===== src/rtl/alu_op_sequencer.sv =====
// Initiator for a combinational ALU: accepts a request, holds operands for a
// programmable settle time, captures the result and returns it with flags.
module alu_op_sequencer #(
  parameter int unsigned WIDTH         = 32,
  parameter int unsigned OP_W          = 3,
  parameter int unsigned MAX_OP        = 5,
  parameter int unsigned SETTLE_CYCLES = 2
) (
  input  logic             clk,
  input  logic             reset,
  input  logic             req_valid,
  output logic             req_ready,
  input  logic [WIDTH-1:0] req_a,
  input  logic [WIDTH-1:0] req_b,
  input  logic [OP_W-1:0]  req_op,
  output logic [WIDTH-1:0] alu_a,
  output logic [WIDTH-1:0] alu_b,
  output logic [OP_W-1:0]  alu_op,
  input  logic [WIDTH-1:0] alu_result,
  output logic             resp_valid,
  input  logic             resp_ready,
  output logic [WIDTH-1:0] resp_result,
  output logic             resp_zero,
  output logic             resp_err,
  output logic [15:0]      txn_count
);

  localparam int unsigned CNT_W = 4;
  localparam int unsigned TXN_W = 16;

  typedef enum logic [1:0] {IDLE, SETTLE, RESP} state_t;

  state_t             state, state_next;
  logic [CNT_W-1:0]   cnt, cnt_next;
  logic [WIDTH-1:0]   alu_a_next, alu_b_next, resp_result_next;
  logic [OP_W-1:0]    alu_op_next;
  logic               resp_valid_next, resp_zero_next, resp_err_next;
  logic [TXN_W-1:0]   txn_count_next;

  // Ready is a pure decode of the state; reset masks it immediately.
  assign req_ready = (state == IDLE) && !reset;

  always_ff @(posedge clk) begin
    if (reset) begin
      state       <= IDLE;
      cnt         <= '0;
      alu_a       <= '0;
      alu_b       <= '0;
      alu_op      <= '0;
      resp_valid  <= 1'b0;
      resp_result <= '0;
      resp_zero   <= 1'b0;
      resp_err    <= 1'b0;
      txn_count   <= '0;
    end else begin
      state       <= state_next;
      cnt         <= cnt_next;
      alu_a       <= alu_a_next;
      alu_b       <= alu_b_next;
      alu_op      <= alu_op_next;
      resp_valid  <= resp_valid_next;
      resp_result <= resp_result_next;
      resp_zero   <= resp_zero_next;
      resp_err    <= resp_err_next;
      txn_count   <= txn_count_next;
    end
  end

  always_comb begin
    state_next       = state;
    cnt_next         = cnt;
    alu_a_next       = alu_a;
    alu_b_next       = alu_b;
    alu_op_next      = alu_op;
    resp_valid_next  = resp_valid;
    resp_result_next = resp_result;
    resp_zero_next   = resp_zero;
    resp_err_next    = resp_err;
    txn_count_next   = txn_count;

    case (state)
      IDLE: begin
        if (req_valid) begin
          // Unsupported op codes never reach the ALU; answer with an error at once.
          if (32'(req_op) > MAX_OP) begin
            resp_result_next = '0;
            resp_zero_next   = 1'b1;
            resp_err_next    = 1'b1;
            resp_valid_next  = 1'b1;
            state_next       = RESP;
          end else begin
            alu_a_next  = req_a;
            alu_b_next  = req_b;
            alu_op_next = req_op;
            cnt_next    = '0;
            state_next  = SETTLE;
          end
        end
      end
      SETTLE: begin
        cnt_next = cnt + CNT_W'(1);
        if (cnt == CNT_W'(SETTLE_CYCLES - 1)) begin
          resp_result_next = alu_result;
          resp_zero_next   = (alu_result == '0);
          resp_err_next    = 1'b0;
          resp_valid_next  = 1'b1;
          state_next       = RESP;
        end
      end
      RESP: begin
        if (resp_valid && resp_ready) begin
          resp_valid_next = 1'b0;
          txn_count_next  = txn_count + TXN_W'(1);
          state_next      = IDLE;
        end
      end
      default: state_next = IDLE;
    endcase
  end

endmodule


===== config.mk =====
export PLATFORM = sky130hd
export DESIGN_NAME = alu_op_sequencer
export DESIGN_NICKNAME = d
export VERILOG_FILES = /design/src/rtl/alu_op_sequencer.sv
export SDC_FILE = /design/constraint.sdc
export NUM_CORES = 1
export LEC_CHECK = 0
export ABC_CLOCK_PERIOD_IN_PS = 2200
export CORE_MARGIN = 10
export CORE_UTILIZATION = 42
export CTS_BUF_LIST = sky130_fd_sc_hd__clkbuf_4 sky130_fd_sc_hd__clkbuf_8
export CTS_CLUSTER_SIZE = 25
export DETAILED_ROUTE_END_ITERATION = 6
export GPL_ROUTABILITY_DRIVEN = 1
export PLACE_DENSITY = 0.79
export SYNTH_ARGS = -nofsm -noshare
export SYNTH_HDL_FRONTEND = slang
export SYNTH_SLANG_ARGS = --single-unit

===== constraint.sdc =====
create_clock -name clk -period 2.2 [get_ports clk]
set_input_delay 0.44 -clock clk [delete_from_list [all_inputs] [get_ports clk]]
set_output_delay 0.44 -clock clk [all_outputs]
set_load 0.01 [all_outputs]

* Yosys cells after proc, flatten, opt, wreduce, memory -nomap -nowiden
Index checks and enable logic that the tools add are counted.
** Cells by class
- $add $sub $neg :: 2
- $lt $le $gt $ge :: 1
- Equality and inequality tests :: 8
- Mux-type cells :: 21
- Bitwise logic cells :: 1
- Reductions and logical operators :: 13
** Operators with widths (number)
- 32-bit 2-to-1 mux :: 3
- 32-bit case mux with 2 select lines :: 1
- 32-bit logical NOT :: 1
- 16-bit by 1-bit adder with 16-bit output, second input constant :: 1
- 3-bit AND reduction :: 3
- 2-bit 2-to-1 mux :: 4
- 4-bit 2-to-1 mux :: 2
- 2-bit != test, second input constant :: 4
- 4-bit case mux with 2 select lines :: 1
- 1-bit 2-to-1 mux :: 6
- 2-bit case mux with 3 select lines :: 1
- 5-bit AND reduction :: 1
- 4-bit by 1-bit adder with 4-bit output, second input constant :: 1
- 4-bit by 1-bit equality test with 1-bit output, second input constant :: 1
- 1-bit case mux with 2 select lines :: 2
- 4-bit AND reduction :: 1
- 3-bit greater-than comparator, second input constant :: 1
- 1-bit case mux with 3 select lines :: 1
- 3-bit nonzero test :: 1
- 2-bit by 1-bit equality test with 1-bit output, second input constant :: 1
- 2-bit equality test, second input constant :: 1
- 1-bit logical AND :: 2
- 2-bit logical NOT :: 1
- 2-bit by 1-bit != test with 1-bit output, second input constant :: 1
- other kinds (4) :: 4
** Storage, ports and cells
- Register bits after elaboration :: 124
- Input bits :: 103
- Output and inout port bits :: 119
- Logic and storage cells :: 56

* Depth between registers and ports, before layout
- Depth in word-level cells :: 4
- Mapped depth :: 8
- Depth with buffers taken out :: 6

* Least setup slack after synthesis
No wires, ideal clock.
- Path type :: reg2reg
- Start :: register cnt[0]
- End :: register resp_result[10]
- Library setup time :: 0.128 ns
- Arrival time :: 1.854 ns
- Required time :: 2.072 ns
- Setup slack :: 0.218 ns
- Stages on the path, launching flop included :: 8
- Buffers on the path :: 2
- Clock period less this slack :: 1.982 ns
- Path through :: dfxtp_1 -> ha_1 -> or3b_2 -> a211o_1 -> clkbuf_1 -> clkbuf_1 -> a22oi_1 -> nor2_1
** On the way
- Cells in the longest elaborated chain, start to end :: 3
** RTL lines
- start, declared :: RTL line 34 : logic [CNT_W-1:0] cnt, cnt_next;
- start signal, assigned :: RTL line 57 : cnt <= cnt_next;
- 4-bit by 1-bit equality test with 1-bit output :: RTL line 102 : if (cnt == CNT_W'(SETTLE_CYCLES - 1)) begin
- 2-bit != test (no source line)
- 4-bit AND reduction (no source line)
- end signal, assigned :: RTL line 62 : resp_result <= resp_result_next;
- end, declared :: RTL line 22 : output logic [WIDTH-1:0] resp_result,
Every way passes these cells.
A chain may end at the register's enable or synchronous reset.

* Worst setup path after layout
- Start :: register txn_count[3]
- End :: register txn_count[15]
** On the way
- Cells in the longest elaborated chain, start to end :: 1
** RTL lines
- start, declared :: RTL line 25 : output logic [15:0] txn_count
- start signal, assigned :: RTL line 65 : txn_count <= txn_count_next;
- 16-bit by 1-bit adder with 16-bit output :: RTL line 113 : txn_count_next = txn_count + TXN_W'(1);
Every way passes these cells.

==> impl_metrics.py <==
metrics = {
    "yosys": {
        "synth_cell_type_count": 39,
        "syn_inst": 548,
        "ys_seq_elements": 124,
        "synthFlopType": "dfxtp_1",
        "yosys_warnings": 0,
        "synth_async_sr_flop_share": 0,
        "syn_area_um2": 4560,
        "synth_edf_count": 0,
        "ys_seq_area_frac": 0.544,
        "syn-mean-instance-area_um2": 8.32,
        "synth_nets": 654,
    },
    "worst_setup_path": {
        "crit_arrival_ps": 2370,
        "reg2reg_from": "txn_count[3]",
        "endpoint_kind": "flip-flop",
        "crit_path_max_fanout": 6,
        "path_class": "flip-flop to flip-flop",
        "r2r_cells": 4,
        "crit_path_start_kind": "flip-flop",
        "ff2ff_setup_slack_ps": 180,
        "r2r-end": "txn_count[15]",
        "critical_path_required_ps": 2550,
    },
    "power_and_ir_drop": {
        "p_per_area_nw_per_um2": 740,
        "ir_drop_uv": 419,
        "power.leakage_nw": 2.64,
    },
    "hold_path": {
        "min_from": "alu_b[1]",
        "hold_path_class": "flip-flop to flip-flop",
        "holdPathStages": 2,
        "hold_path_end": "alu_b[1]",
    },
    "sta": {
        "worstMarginPinSlew_ps": 534,
        "min_period_over_period": 0.918,
        "slew_headroom": 0.644,
        "rsz0062_at_grt": "false",
        "hold_violations": 0,
        "min_period_ps": 2020,
        "fin_tns_setup_ps": 0,
        "setup-violations-final": 0,
        "skew_ps": 10.5,
        "final_max_slew_viol_count": 0,
        "max_freq_mhz": 495,
    },
    "die": {
        "initial_core_util": 0.436,
        "io_pins": 222,
        "dieArea_um2": 15400,
        "die_h_um": 124,
        "die_w_um": 124,
        "coreArea_um2": 10500,
        "row_count": 37,
    },
    "clock_network": {
        "clock-root-buffer": "clkbuf_8",
        "cts_sinks": 124,
        "clk_pin_slew_worst_paths_ps": 70,
        "cts_inserted_buffers": 17,
        "cts_tree": "yes",
        "clock_path_buffers": 2,
        "htreeDepth": 4,
        "cts_setup_buffers": 0,
        "clk_latency_ps": 420,
    },
    "route": {
        "vias_per_cell": 5.12,
        "firstDrtPassIters": 5,
        "ant_nets": 0,
        "num_vias": 4660,
        "wl_um": 15400,
        "route.detailed.drc": 0,
        "wire_per_inst_um": 16.9,
        "drt_iter0_markers": 276,
    },
    "final_layout": {
        "nets": 868,
        "diodes": 0,
        "layout_common_cells": "clkdlybuf4s50_1, nand2_1, dfxtp_1, a21oi_1, nor2_1",
        "syn_to_final_growth_pct": 61.5,
        "n_fill_cell": 833,
        "fin_util": 0.704,
        "layout_commonest_cell": "clkdlybuf4s50_1",
        "drive_gt1_frac": 0.0761,
    },
    "global_routing": {
        "antenna_found_initial": 0,
        "grt_max_degree": 126,
        "grt_pass1_wl_um": 24100,
        "grt_pass1_vias": 4506,
        "gr-total-overflow": 0,
        "grtUsageTotal": 0.188,
    },
    "status": {
        "status": "finished clean",
    },
    "place": {
        "hpwl_um": 11300,
        "gp_congestion": 0.783,
        "portBuffers": 221,
    },
    "run": {
        "maxCapViolCount": 0,
    },
}
critical path, stage by stage, from the launching register on:
cell and delay [ps]:
dfxtp_1 450, nand4_2 220, or4_4 600, or4_1 510
a21oi_1 160
power by group:
part | internal [mW] | switching, mW
Sequential | 2.38 | 0.0715
Combinational | 0.539 | 0.495
Clock | 1.08 | 0.882
Total | 4.00 | 1.45
worst max path at each step:
| stage | from | slack [ps] | end |
|---|---|---|---|
| 6_report | txn_count[3] | 180 | txn_count[15] |
| 5_1_grt | txn_count[3] | 40 | txn_count[15] |
| 4_1_cts | state[1] | 30 | req_ready |
| 3_5_place_dp | resp_ready | 10 | txn_count[8] |
| 3_3_place_gp | resp_ready | 50 | txn_count[8] |
| 2_1_floorplan | cnt[0] | 220 | resp_result[10] |
registers in the layout (all words and copies together), names as in the netlist:
| register | cells |
|---|---|
| alu_a | 32 |
| alu_b | 32 |
| alu_op | 3 |
| cnt | 4 |
| resp_err | 1 |
| resp_result | 32 |
| resp_valid | 1 |
| resp_zero | 1 |
| state | 2 |
| txn_count | 16 |
synthesized netlist by cell type (all sizes together) (3+ instances only):
cell type | number | area, µm²
nand4 | 7 | 50.1
nor2b | 3 | 18.8
a21oi | 78 | 390
xor2 | 6 | 52.6
o21ai | 5 | 25.0
inv | 6 | 22.5
dfxtp | 124 | 2480
clkbuf | 34 | 128
or4 | 3 | 26.3
nor4 | 10 | 62.6
or3 | 4 | 28.8
nand2 | 142 | 533
nor2 | 50 | 188
a22oi | 32 | 240
ha | 3 | 37.5
nand3 | 3 | 15.0
xnor2 | 5 | 43.8
buf | 5 | 22.5
nor3 | 7 | 35.0
cells by family after synthesis:
kind of cell / share of synthesized area
AND/OR/NAND/NOR: 0.226
buffers and inverters: 0.0379
XOR/XNOR: 0.0211
adder cells (fa/ha/maj): 0.00823
flip-flops: 0.544
multiplexers: 0.00247
AO/OA/AOI/OAI: 0.160
per-layer routing:
metal / vias to the layer above / routed length (µm) / global-route usage
met3: 17 / 1400 / 0.0820
li1: 2286 / - / -
met5: - / 0 / 0
met2: 200 / 7640 / 0.314
met1: 2157 / 6060 / 0.204
met4: 0 / 301 / 0.0770
repair_timing:
action / in CTS / in global routing
gates resized for setup: 0 / 1
setup endpoints to repair: 0 / 1
hold buffers: 0 / 0
cell type report:
class | count | area (µm²) | area share
sequential | 124 | 2480 | 0.337
timing repair buffer | 234 | 2380 | 0.324
multi-input combinational | 379 | 1910 | 0.260
clock buffer | 21 | 277 | 0.0375
tap | 136 | 170 | 0.0231
clock inverter | 11 | 119 | 0.0161
inverter | 6 | 22.5 | 0.00306
metrics by stage:
stage	instance area [µm²]	hold WS, ps	setup slack, ps	total power, mW	std cells
final	7370	453	181	5.45	911
after CTS	7360	457	25.7	5.51	911
after global placement	6970	441	47.3	3.51	879
after floorplan	4560	478	218	2.93	548
after detailed placement	6970	446	14.3	3.54	879
after global routing	7370	475	39.8	5.70	911
(Power assumes the default switching activity.)
